==> config.mk <==
export PLATFORM = sky130hd
export DESIGN_NAME = mem_wb_pipe
export DESIGN_NICKNAME = d
export VERILOG_FILES = /design/src/rtl/pipe_pkg.sv /design/src/rtl/pipe_skid_slice.sv /design/src/rtl/mem_wb_pipe.sv
export SDC_FILE = /design/constraint.sdc
export NUM_CORES = 1
export LEC_CHECK = 0
export BUFFER_PORTS_ARGS = -buffer_cell sky130_fd_sc_hd__clkbuf_2
export CAP_MARGIN = 10
export CORE_MARGIN = 1
export CORE_UTILIZATION = 59
export DETAILED_ROUTE_END_ITERATION = 10
export PLACE_DENSITY = 0.93
export SETUP_SLACK_MARGIN = 0.05
export SLEW_MARGIN = 30
export SYNTH_ARGS = -nofsm -noshare
export SYNTH_HDL_FRONTEND = slang
export SYNTH_SLANG_ARGS = --single-unit
==> constraint.sdc <==
create_clock -name clk -period 3 [get_ports clk]
set_clock_uncertainty 0.1 [all_clocks]
set_input_delay 0.6 -clock clk [delete_from_list [all_inputs] [get_ports clk]]
set_output_delay 0.6 -clock clk [all_outputs]
set_load 0.05 [all_outputs]
==> src/rtl/pipe_pkg.sv <==
// Shared types and constants for the MEM->WB pipeline register.
package pipe_pkg;

  localparam int unsigned DATA_W_DEF     = 32;
  localparam int unsigned REG_ADDR_W_DEF = 5;
  localparam int unsigned STAGES_MAX     = 4;

  typedef struct packed {
    logic [DATA_W_DEF-1:0]     read_data;
    logic [DATA_W_DEF-1:0]     alu_result;
    logic [REG_ADDR_W_DEF-1:0] write_reg;
    logic                      memtoreg;
    logic                      regwrite;
  } mem_wb_payload_t;

  // A write to the hard-wired zero register is a no-op, so drop its enable early.
  function automatic logic qualify_regwrite(input logic regwrite,
                                            input logic suppress,
                                            input logic is_zero_reg);
    logic result;
    if (suppress && is_zero_reg) begin
      result = 1'b0;
    end else begin
      result = regwrite;
    end
    return result;
  endfunction

endpackage

==> src/rtl/pipe_skid_slice.sv <==
// One valid/ready register slice with a skid entry and a synchronous flush.
// Upstream ready is registered (!skid_valid), so out_ready never reaches in_ready combinationally.
module pipe_skid_slice
  import pipe_pkg::*;
#(
  parameter int unsigned W = 8
) (
  input  logic         clk,
  input  logic         rst,
  input  logic         flush,
  input  logic         in_valid,
  output logic         in_ready,
  input  logic [W-1:0] in_data,
  output logic         out_valid,
  input  logic         out_ready,
  output logic [W-1:0] out_data
);

  logic         main_valid_q, main_valid_d;
  logic         skid_valid_q, skid_valid_d;
  logic [W-1:0] main_data_q,  main_data_d;
  logic [W-1:0] skid_data_q,  skid_data_d;
  logic         accept_s, drain_s;
  logic         main_load_s, skid_load_s, main_from_skid_s;

  // Entry movement between input, main and skid; flush kills every valid and every load.
  always_comb begin
    accept_s         = in_valid & ~skid_valid_q;
    drain_s          = main_valid_q & out_ready;
    main_load_s      = 1'b0;
    skid_load_s      = 1'b0;
    main_from_skid_s = 1'b0;
    main_valid_d     = main_valid_q;
    skid_valid_d     = skid_valid_q;
    if (flush) begin
      main_valid_d = 1'b0;
      skid_valid_d = 1'b0;
    end else if (!main_valid_q || drain_s) begin
      if (skid_valid_q) begin
        main_from_skid_s = 1'b1;
        main_valid_d     = 1'b1;
        skid_valid_d     = 1'b0;
      end else if (accept_s) begin
        main_load_s  = 1'b1;
        main_valid_d = 1'b1;
      end else begin
        main_valid_d = 1'b0;
      end
    end else if (accept_s) begin
      skid_load_s  = 1'b1;
      skid_valid_d = 1'b1;
    end else begin
      skid_valid_d = skid_valid_q;
    end
  end

  // Payload registers change only on their own load enable.
  always_comb begin
    main_data_d = main_data_q;
    skid_data_d = skid_data_q;
    if (main_from_skid_s) begin
      main_data_d = skid_data_q;
    end else if (main_load_s) begin
      main_data_d = in_data;
    end else begin
      main_data_d = main_data_q;
    end
    if (skid_load_s) begin
      skid_data_d = in_data;
    end else begin
      skid_data_d = skid_data_q;
    end
  end

  // State register with synchronous reset.
  always_ff @(posedge clk) begin
    if (rst) begin
      main_valid_q <= 1'b0;
      skid_valid_q <= 1'b0;
      main_data_q  <= '0;
      skid_data_q  <= '0;
    end else begin
      main_valid_q <= main_valid_d;
      skid_valid_q <= skid_valid_d;
      main_data_q  <= main_data_d;
      skid_data_q  <= skid_data_d;
    end
  end

  assign in_ready  = ~skid_valid_q;
  assign out_valid = main_valid_q;
  assign out_data  = main_data_q;

endmodule

==> src/rtl/mem_wb_pipe.sv <==
// MEM->WB pipeline register: STAGES chained skid slices carrying load data, ALU result and WB controls.
// Optional performance counters are built when MEM_WB_PIPE_PERF_EN is defined.
module mem_wb_pipe
  import pipe_pkg::*;
#(
  parameter int unsigned DATA_W            = 32,
  parameter int unsigned REG_ADDR_W        = 5,
  parameter int unsigned STAGES            = 1,
  parameter bit          ZERO_REG_SUPPRESS = 1'b1
) (
  input  logic                  clk,
  input  logic                  rst,
  input  logic                  flush,
  input  logic                  in_valid,
  output logic                  in_ready,
  input  logic [DATA_W-1:0]     in_read_data,
  input  logic [DATA_W-1:0]     in_alu_result,
  input  logic [REG_ADDR_W-1:0] in_write_reg,
  input  logic                  in_memtoreg,
  input  logic                  in_regwrite,
  output logic                  out_valid,
  input  logic                  out_ready,
  output logic [DATA_W-1:0]     out_read_data,
  output logic [DATA_W-1:0]     out_alu_result,
  output logic [REG_ADDR_W-1:0] out_write_reg,
  output logic                  out_memtoreg,
  output logic                  out_regwrite
`ifdef MEM_WB_PIPE_PERF_EN
  ,
  output logic [31:0]           perf_stall_cnt,
  output logic [31:0]           perf_retire_cnt
`endif
);

  // Out-of-range STAGES values are clamped to the legal 1..STAGES_MAX window.
  localparam int unsigned N  = (STAGES < 1) ? 1 : ((STAGES > STAGES_MAX) ? STAGES_MAX : STAGES);
  localparam int unsigned PW = 2 * DATA_W + REG_ADDR_W + 2;

  logic          link_valid [N+1];
  logic          link_ready [N+1];
  logic [PW-1:0] link_data  [N+1];
  logic          regwrite_in_s;
  logic          regwrite_out_s;

  assign regwrite_in_s = qualify_regwrite(in_regwrite, ZERO_REG_SUPPRESS,
                                          (in_write_reg == {REG_ADDR_W{1'b0}}));

  assign link_valid[0] = in_valid;
  assign link_data[0]  = {in_read_data, in_alu_result, in_write_reg, in_memtoreg, regwrite_in_s};
  assign in_ready      = link_ready[0];
  assign link_ready[N] = out_ready;

  for (genvar k = 0; k < N; k++) begin : g_slice
    pipe_skid_slice #(.W(PW)) u_slice (
      .clk       (clk),
      .rst       (rst),
      .flush     (flush),
      .in_valid  (link_valid[k]),
      .in_ready  (link_ready[k]),
      .in_data   (link_data[k]),
      .out_valid (link_valid[k+1]),
      .out_ready (link_ready[k+1]),
      .out_data  (link_data[k+1])
    );
  end

  assign {out_read_data, out_alu_result, out_write_reg, out_memtoreg, regwrite_out_s} = link_data[N];
  assign out_valid    = link_valid[N];
  assign out_regwrite = link_valid[N] & regwrite_out_s;

`ifdef MEM_WB_PIPE_PERF_EN
  logic [31:0] perf_stall_cnt_q,  perf_stall_cnt_d;
  logic [31:0] perf_retire_cnt_q, perf_retire_cnt_d;

  // Counters wrap naturally; flush leaves them alone.
  always_comb begin
    perf_stall_cnt_d  = perf_stall_cnt_q;
    perf_retire_cnt_d = perf_retire_cnt_q;
    if (out_valid && !out_ready) begin
      perf_stall_cnt_d = perf_stall_cnt_q + 32'd1;
    end else begin
      perf_stall_cnt_d = perf_stall_cnt_q;
    end
    if (out_valid && out_ready && out_regwrite) begin
      perf_retire_cnt_d = perf_retire_cnt_q + 32'd1;
    end else begin
      perf_retire_cnt_d = perf_retire_cnt_q;
    end
  end

  // Counter registers, cleared only by reset.
  always_ff @(posedge clk) begin
    if (rst) begin
      perf_stall_cnt_q  <= 32'd0;
      perf_retire_cnt_q <= 32'd0;
    end else begin
      perf_stall_cnt_q  <= perf_stall_cnt_d;
      perf_retire_cnt_q <= perf_retire_cnt_d;
    end
  end

  assign perf_stall_cnt  = perf_stall_cnt_q;
  assign perf_retire_cnt = perf_retire_cnt_q;
`endif

endmodule

======== After elaboration in Yosys (flattened, before gate mapping) ========
Cells that the tools add are included.
storage, ports and cells
  register bits after elaboration ......... 144
  bits of input ports ..................... 76
  output and inout bits ................... 73
  word-level logic and storage cells ...... 27
operators by class
  multiplexer cells ....................... 13
  bitwise gates (word level) .............. 4
  reductions and logical operators ........ 6
operators by type and width
  kind                count
  two-way mux 71 bit  2
  two-way mux 1 bit   11
  zero test 5 bit     1
  bitwise AND 1 bit   3
  OR reduction 3 bit  1
  nonzero test 2 bit  1
  OR reduction 2 bit  1
  zero test 1 bit     1
  logical OR 1 bit    1
  inverter 1 bit      1

======== Depth between registers and ports, before layout ========
Gate-level depths: netlist of the first run.
  depth after elaboration ................. 8
  mapped depth ............................ 6
  gate-level depth less buffers ........... 3

======== Hierarchy ========
A second synthesis of the first run with hierarchy kept.
unflattened totals
  cell total of the unflattened synthesis .. 724
  area total of the unflattened synthesis .. 6501.2 um2
modules (own cells, without submodules)
  module           instances  cells each  area each (um2)  seq. area each (um2)
  pipe_skid_slice  1          721         6480.0           2882.8
  mem_wb_pipe      1          3           21.3             0.0

======== Worst setup path before layout of the first run ========
Ideal clock, no wire load.
  path type ............................... register to output
  from .................................... register g_slice[0].u_slice.main_valid_q
  to ...................................... output port out_regwrite
  data arrival time ....................... 1.159 ns
  required time ........................... 2.300 ns
  setup slack ............................. 1.141 ns
  cell stages (with the launch flop) ...... 2
  buffers on the path ..................... 0
  cells stage by stage .................... dfxtp_1 > and2_1
between the ends
  word-level cells in the longest chain between the ends .. 1
ends and longest elaborated chain
  what                    RTL line               RTL
  start, declared         pipe_skid_slice.sv:19  logic main_valid_q, main_valid_d;
  start signal, assigned  pipe_skid_slice.sv:83  main_valid_q <= main_valid_d;
  bitwise AND 1 bit       mem_wb_pipe.sv:69      assign out_regwrite = link_valid[N] & regwrite_out_s;
  end, declared           mem_wb_pipe.sv:27      output logic out_regwrite
No other way between the ends.

======== Final worst setup path of the first run ========
  from .................................... register g_slice[0].u_slice.skid_valid_q
  to ...................................... output port in_ready
between the ends
  word-level cells in the longest chain between the ends .. 1
ends and longest elaborated chain
  what                    RTL line               RTL
  start, declared         pipe_skid_slice.sv:20  logic skid_valid_q, skid_valid_d;
  start signal, assigned  pipe_skid_slice.sv:84  skid_valid_q <= skid_valid_d;
  inverter 1 bit          pipe_skid_slice.sv:90  assign in_ready = ~skid_valid_q;
  end, declared           mem_wb_pipe.sv:15      output logic in_ready,
No other way between the ends.

==> results of run 1 <==
-- per-layer routing --
metal	vias to the layer above	GRT usage, %	routed length, um
met4	0	13.6	538
met3	47	7.47	1350
met2	283	48.5	8360
li1	2681	-	-
met1	2758	35.6	6720
met5	-	0	0
-- synth_stat cells (2+ instances only) --
cell and count:
a21oi_1 71, a32o_1 70, buf_1 8, buf_2 22
buf_4 69, buf_6 8, clkbuf_1 40, dfxtp_1 144
inv_1 4, nand2b_1 71, nand3_1 70, nor2_1 2
o21ai_0 2, o21ai_1 70, o21bai_1 69
-- stage by stage --
step                power, mW  hold slack (ps)  std cells  instance area, sq um  setup slack [ps]
finish                   4.76              324        925                  7490               434
global route             4.89              320        925                  7490               344
CTS                      4.77              319        925                  7490               433
detailed placement       2.56              353        894                  6870               730
global placement         2.55              348        894                  6870               754
floorplan                2.47              341        736                  6680              1140
-- state kept, by name, summed over array words and instances, names as in the netlist --
register,count
g_slice.u_slice.skid_valid_q,1
g_slice.u_slice.out_valid,1
g_slice.u_slice.skid_data_q,71
g_slice.u_slice.out_data,71
-- report_power, final --
group	switching [mW]	internal, mW
Combinational	0.363	0.156
Sequential	0.0332	1.97
Clock	0.826	1.41
-- worst paths after layout --
check | from | slack [ps] | endpoint | cells after the start
setup / recovery | g_slice[0].u_slice.skid_valid_q | 430 | in_ready | 3
hold / removal | in_read_data[16] | 320 | g_slice[0].u_slice.skid_data_q[55] | 3
setup reg to reg | g_slice[0].u_slice.skid_valid_q | 940 | g_slice[0].u_slice.out_data[39] | 4
hold reg to reg | g_slice[0].u_slice.out_data[65] | 370 | g_slice[0].u_slice.out_data[65] | 1
-- cell families after synthesis --
family                 count (synthesis)  synth area share [%]
AO/OA/AOI/OAI                        287                  29.7
buffers and inverters                152                  13.7
flip-flops                           144                  43.2
multiplexers                           1                 0.150
AND/OR/NAND/NOR                      152                  13.3
-- final cells by class --
type | instances | area share, %
clock buffers | 19 | 5.91
well taps | 140 | 2.34
flip-flops and latches | 144 | 38.5
clock inverters | 12 | 2.47
inverters | 5 | 0.250
multi-input cells | 440 | 38.6
repair buffers | 165 | 11.9
-- worst max-delay path, cell delays in order, from the launching register on --
cell and delay [ps]:
dfxtp_2 710, buf_4 400, inv_1 90, clkbuf_2 240
==> metrics.txt, run 1 <==
synth top area cells dfxtp_1 43%, a32o_1 10%, buf_4 7.8%; Gate Count Post-Synth 736; pwr/cell area 636 nW/um^2; Post-CTS Hold Buffers 0; synthesized cell area 6680 sq um; Die Area 11700 sq um; fin crit share 85.5%; row cnt 38; All-Layer GR Usage 29.3%; area leader, netlist dfxtp_1; Fill cells 852; critical path class reg -> out; grt total ovfl 0; routed wire length 17.0 mm; Setup TNS Final 0 ps; Vias per Instance 6.24; max-slew violations 0; register area 2880 sq um; CP arrival 1870 ps; crit end category primary output; Detail Placement HPWL 10.1 mm; most frequent cells in the layout 148 x clkbuf_2, 143 x dfxtp_1, 71 x a21oi_1; ANT cells 0; vias in the first global route 5472; Final Net Count 849; CTS tree done; crit path launch type register; Netlist cell types 31; ys flop type dfxtp_1; multi-input logic area 2900 sq um; top cell type's share of synthesized area 43.2%; Layout Utilization 68.5%; Mapped Avg Cell Area 9.07 sq um; post_cts resized 0; RSZ-0062 raised after global routing no; fmax 0.390 GHz; Worst-Margin Slew 655 ps; Ys Warns 0; worst hold path type in -> reg; fin crit period 2570 ps; Ports 149; final hold vios 0; Peak VDD IR 449 uV; clk slew on worst S/H paths 60 ps; Max-cap violations 0; Seq/Total Area, Yosys 43.2%; Die W 108 um; clk_lat worst skew 420 ps; via count 5769; initial antenna violation count 0; crit-path max FO 29; fraction of registers with async set/reset 0%; Clock Tree Buf Depth 2; DRC 0; most common cell after layout, fill and taps aside clkbuf_2; Syn Nets 812; Die Ht 108 um; antenna viol nets, final 0; largest net degree at the start of global routing 55; Yosys reg bits 144; critical path required time 2300 ps; Pre-Repair DR Iteration Count 5; Initial DRC Count 520; post-CTS setup buffers 0; Area Overhead vs Synth 12.3%; cts bufs inserted 17; WL/cell 18.3 um; first-pass GRT wire length 26.8 mm; Core Area 10900 sq um; Post-synth EDFFs 0; CTS Sinks 144; Starting Density 61.0%; Setup violations, final 0; Root Buffer Master clkbuf_16; Max H-tree Level 4; status finished clean; share of cells above drive strength 1 26.0%; LEAKAGE 2.73 nW; Relative slew margins 56.3%; input/output buffers 148; GP Congestion 0.799
Power figures use the tool's default switching activity.
==> inputs of run 2 (changes only) <==
REMOVE_ABC_BUFFERS = 1   (was unset)
==> run 2 against run 1 <==
Non-clock buffer count fell by 2. Sequential power about the same. Largest cell class unchanged. Final cell count fell by 0.11%. Combinational power about the same. Critical endpoint unchanged. Global-route usage decreased by 1.9 points. Critical path type unchanged.
==> metrics.txt, run 2 (same netlist as run 1, synthesis figures left out) <==
status finished clean; Post-CTS Hold Buffers 0 (unchanged); grt total ovfl 0 (unchanged); multi-input logic area 2900 sq um (unchanged); Vias per Instance 6.16 (-1.2%); vias in the first global route 5184 (-5.3%); crit path launch type register; input/output buffers 148 (unchanged); CTS Sinks 144 (unchanged); cts bufs inserted 17 (unchanged); crit-path max FO 37 (+28%); clk slew on worst S/H paths 60 ps (about the same); LEAKAGE 2.76 nW (+1.3%); first-pass GRT wire length 25.4 mm (-5.0%); Reg2Reg Setup Slack 600 ps (-340 ps); fin crit period 2540 ps (-24.1 ps); most frequent cells in the layout 148 x clkbuf_2, 143 x dfxtp_1, 71 x a21oi_1; CP startpoint g_slice[0].u_slice.skid_valid_q; critical path required time 2300 ps (about the same); Worst R2R Start g_slice[0].u_slice.skid_valid_q; fin cells 924 (-0.11%); Worst path slowest cell dfxtp_2; max-slew violations 0 (unchanged); CP arrival 1840 ps (-30 ps); final hold vios 0 (unchanged); dpl cells 892 (-0.22%); Ports 149 (unchanged); Clock Tree Buf Depth 2 (unchanged); Die Area 11700 sq um (unchanged); Pre-Repair DR Iteration Count 7 (+2); Core Area 10900 sq um (unchanged); critical path class reg -> out; largest net degree at the start of global routing 76 (+38%); Area Overhead vs Synth 13.2%; Die W 108 um (unchanged); Layout Utilization 69.1% (+0.56 points); CTS tree done; Final Net Count 847 (-0.24%); clk_lat worst skew 400 ps (-20 ps); Worst-Margin Slew 842 ps (+187 ps); post_cts resized 0 (unchanged); GP Congestion 0.796 (-0.31%); Combinational Power Share 10.5% (-0.4 points); Root Buffer Master clkbuf_16; DRC 0 (unchanged); register area 2880 sq um (unchanged); row cnt 38 (unchanged); Die Ht 108 um (unchanged); P_int 3.75 mW (+6.0%); Setup WS post-layout 458 ps (+24.1 ps); fin crit share 84.7% (-0.80 points); Hold Crit Depth 3 (unchanged); smallest hold slack 342 ps (+18.0 ps); reg2reg path depth 5 (+1); Peak VDD IR 583 uV (+30%); worst hold path type in -> reg; share of cells above drive strength 1 25.8% (-0.22 points); Fill cells 889 (+4.3%); post-CTS setup buffers 0 (unchanged); Max H-tree Level 4 (unchanged); Max stage delay on crit path 610 ps (-100 ps); Starting Density 61.0% (unchanged); Max-cap violations 0 (unchanged); Initial DRC Count 416 (-20%); initial antenna violation count 0 (unchanged); pwr/cell area 651 nW/um^2 (+2.5%); NetSw 1.17 mW (-4.5%); critical path, cell by cell buf_4 > inv_1 > clkbuf_2; All-Layer GR Usage 27.4% (-1.9 points); via count 5691 (-1.4%); routed wire length 15.8 mm (-6.6%); RSZ-0062 raised after global routing no; fmax 0.393 GHz (+0.95%); min-delay src in_read_data[19]; switch share 23.7% (-1.9 points); crit end category primary output; Detail Placement HPWL 9.44 mm (-6.4%); WL/cell 17.1 um (-6.5%); ANT cells 0 (unchanged); Setup violations, final 0 (unchanged); pre-CTS WS 514 ps (-216 ps); antenna viol nets, final 0 (unchanged); Relative slew margins 43.9% (-12 points); power share of the sequential group 40.7% (-1.3 points); clock power share 48.8% (+1.8 points); most common cell after layout, fill and taps aside clkbuf_2
## run 2: path summary, 6_finish.rpt
check / endpoint
worst max-delay path: in_ready
worst min-delay path: g_slice[0].u_slice.skid_data_q[58]
worst max register to register: g_slice[0].u_slice.out_data[54]
worst min register to register: g_slice[0].u_slice.out_data[14]
## run 2: worst max-delay path: cells and delay by family (launching register included)
kind | cells | cell delay, ps
buf+inv | 3 | 810
flops | 1 | 610
## run 2: layer usage
metal,track usage (%),share of wire [%],vias to the layer above
met5,0,0,-
met4,8.20,1.1,0
met3,6.81,7.0,19
met2,44.8,48,243
met1,35.8,43,2748
li1,-,-,2681
## run 2: power groups by stage
stage                     sequential [mW]  combinational (mW)  clock [mW]
after floorplan                      2.20               0.148           0
after global placement               2.04               0.508           0
after detailed placement             2.04               0.515           0
after CTS                            2.00               0.517        2.43
after global routing                 2.01               0.547        2.52
final                                2.00               0.518        2.40
## run 2: area by class of cell
cell class | count | share of cell area (%)
clock inverter | 10 | 2.72
sequential | 144 | 38.2
timing repair buffer | 163 | 12.0
multi-input combinational | 440 | 38.3
clock buffer | 22 | 6.28
tap | 140 | 2.32
inverter | 5 | 0.248
## run 2: per-stage QoR
| stage | power (mW) | area (sq um) | setup TNS [ps] |
|---|---|---|---|
| after floorplan | 2.35 | 5780 | -90260 |
| after global placement | 2.55 | 6880 | 0 |
| after detailed placement | 2.56 | 6880 | 0 |
| after CTS | 4.95 | 7560 | 0 |
| after global routing | 5.08 | 7560 | 0 |
| final | 4.92 | 7560 | 0 |
==> inputs of run 3 (changes only) <==
CORE_UTILIZATION = 54   (was 59)
PLACE_DENSITY = 0.87   (was 0.93)
clock period = 2.4 ns   (was 3 ns; I/O delays follow)
==> run 3 against run 2 <==
Sequential share of layout area fell by 0.050 points. Die area increased by 9.1%. Register-to-register slack lost 380 ps. Largest cell class unchanged. Via count is the same. Worst hold slack got worse by 130 ps. First-iteration DRC count increased by 26%. Global-route usage shrank 0.81 points. Core utilization decreased by 6.1 points.
==> metrics.txt, run 3 (same netlist as run 1, synthesis figures left out) <==
clk slew on worst S/H paths 60 ps (about the same); Setup TNS Final 0 ps (unchanged); CP arrival 2380 ps (+540 ps); status finished clean; Die Area 12800 sq um (+9.1%); grt total ovfl 0 (unchanged); Post-CTS Hold Buffers 0 (unchanged); reg2reg end g_slice[0].u_slice.out_data[41]; switch share 24.7% (+0.98 points); Worst path slowest cell buf_4; Combinational Power Share 11.3% (+0.8 points); Final Net Count 857 (+1.2%); Initial DRC Count 526 (+26%); share of cells above drive strength 1 26.4% (+0.68 points); critical path required time 2600 ps (+300 ps); input/output buffers 148 (unchanged); Worst R2R Start g_slice[0].u_slice.out_valid; Ports 149 (unchanged); Fill cells 1043 (+17%); Clock Tree Buf Depth 2 (unchanged); GP Congestion 0.726 (-8.8%); pwr/cell area 770 nW/um^2 (+18%); Setup violations, final 0 (unchanged); initial antenna violation count 0 (unchanged); Starting Density 55.6% (-5.5 points); Worst-Margin Slew 835 ps (-6.73 ps); Core Area 12000 sq um (+9.8%); power share of the sequential group 43.0% (+2.3 points); crit-path max FO 41 (+11%); Die W 113 um (+4.4%); Pre-Repair DR Iteration Count 5 (-2); Die Ht 113 um (+4.4%); Max H-tree Level 4 (unchanged); clk_lat worst skew 410 ps (about the same); Setup WS post-layout 220 ps (-238 ps); crit end category register; cts bufs inserted 17 (unchanged); worst hold path type in -> reg; critical path, cell by cell and2b_4 > buf_4 > buf_4 > o21bai_1 > a32o_1; critical path class reg -> reg; Relative slew margins 44.3% (+0.45 points); fin crit period 2180 ps; fin cells 941 (+1.8%); All-Layer GR Usage 26.6% (-0.81 points); pre-CTS WS 37.5 ps (-477 ps); Max stage delay on crit path 490 ps (-120 ps); min-delay src in_read_data[1]; P_int 4.39 mW (+17%); post_cts resized 0 (unchanged); total power 5.83 mW (+18%); Max-cap violations 0 (unchanged); Hold Crit Depth 3 (unchanged); vias in the first global route 5355 (+3.3%); max-slew violations 0 (unchanged); WL/cell 17.4 um (+1.6%); most frequent cells in the layout 148 x clkbuf_2, 143 x dfxtp_1, 71 x a21oi_1; reg2reg path depth 5 (unchanged); Peak VDD IR 677 uV (+16%); Area Overhead vs Synth 13.3%; post-CTS setup buffers 0 (unchanged); CTS Sinks 144 (unchanged); RSZ-0062 raised after global routing no; routed wire length 16.4 mm (+3.5%); LEAKAGE 2.78 nW (+0.67%); fmax 0.459 GHz; largest net degree at the start of global routing 73 (-3.9%); clock power share 45.8% (-3.0 points); Hold Path End g_slice[0].u_slice.skid_data_q[40]; ANT cells 0 (unchanged); most frequent cell on the critical path buf_4; fin crit share 90.8%; NetSw 1.44 mW (+23%); crit path launch type register; Reg2Reg Setup Slack 220 ps (-380 ps); row cnt 40 (+5.3%); first-pass GRT wire length 27.0 mm (+6.1%); via count 5691 (unchanged); DRC 0 (unchanged); Root Buffer Master clkbuf_16; Detail Placement HPWL 9.83 mm (+4.1%); final hold vios 0 (unchanged); dpl cells 909 (+1.9%); Vias per Instance 6.05 (-1.8%); CTS tree done; most common cell after layout, fill and taps aside clkbuf_2; antenna viol nets, final 0 (unchanged)
==> run 3: cell count changes in the layout (fill, tap and decap cells not counted), sizes merged <==
cell      delta
buf         +10
bufinv       -4
clkbuf       +6
clkinvlp     -2
==> run 3: layout make-up <==
class | count | area [sq um] | area share, %
inverters | 5 | 18.8 | 0.248
flip-flops and latches | 144 | 2880 | 38.1
well taps | 147 | 184 | 2.43
multi-input cells | 440 | 2900 | 38.3
clock inverters | 4 | 70.1 | 0.926
repair buffers | 173 | 977 | 12.9
clock buffers | 28 | 537 | 7.09
==> run 3: power groups by stage <==
stage / combinational [mW] / sequential, mW / clock, mW
6_report: 0.656 / 2.50 / 2.67
5_1_grt: 0.695 / 2.51 / 2.83
4_1_cts: 0.655 / 2.50 / 2.72
3_5_place_dp: 0.652 / 2.55 / 0
3_3_place_gp: 0.639 / 2.55 / 0
2_1_floorplan: 0.184 / 2.76 / 0
==> run 3: critical path: cells and delay by family, from the launching register on <==
family	cells	cell delay, ps
AOI/OAI and AO/OA	2	430
DFF	1	440
and+or+nand+nor	1	210
buffers and inverters	2	850
==> run 3: per-stage QoR <==
stage               util [%]  hold WS [ps]  cell area (sq um)
floorplan                  -           341               5780
global placement        57.7           348               6930
global route            63.0           198               7570
detailed placement      57.9           353               6960
finish                  63.0           207               7570
CTS                     63.0           192               7570
==> run 3: worst max-delay path by stage <==
stage                                     from                              end  slack [ps]
2_1_floorplan  g_slice[0].u_slice.skid_valid_q   g_slice[0].u_slice.out_data[0]       -1490
3_3_place_gp                             flush  g_slice[0].u_slice.out_data[13]         -50
3_5_place_dp                         out_ready  g_slice[0].u_slice.out_data[41]          40
4_1_cts           g_slice[0].u_slice.out_valid  g_slice[0].u_slice.out_data[41]         250
5_1_grt           g_slice[0].u_slice.out_valid   g_slice[0].u_slice.out_data[2]         130
6_report          g_slice[0].u_slice.out_valid  g_slice[0].u_slice.out_data[41]         220
==> run 3: layer usage <==
| metal | vias up | track usage, % | routed length (um) | part of all wire (%) |
|---|---|---|---|---|
| met3 | 21 | 6.37 | 1150 | 7.0 |
| met1 | 2732 | 34.6 | 7000 | 43 |
| met4 | 0 | 6.93 | 192 | 1.2 |
| met2 | 233 | 44.3 | 8050 | 49 |
| met5 | - | 0 | 0 | 0 |
| li1 | 2705 | - | - | - |
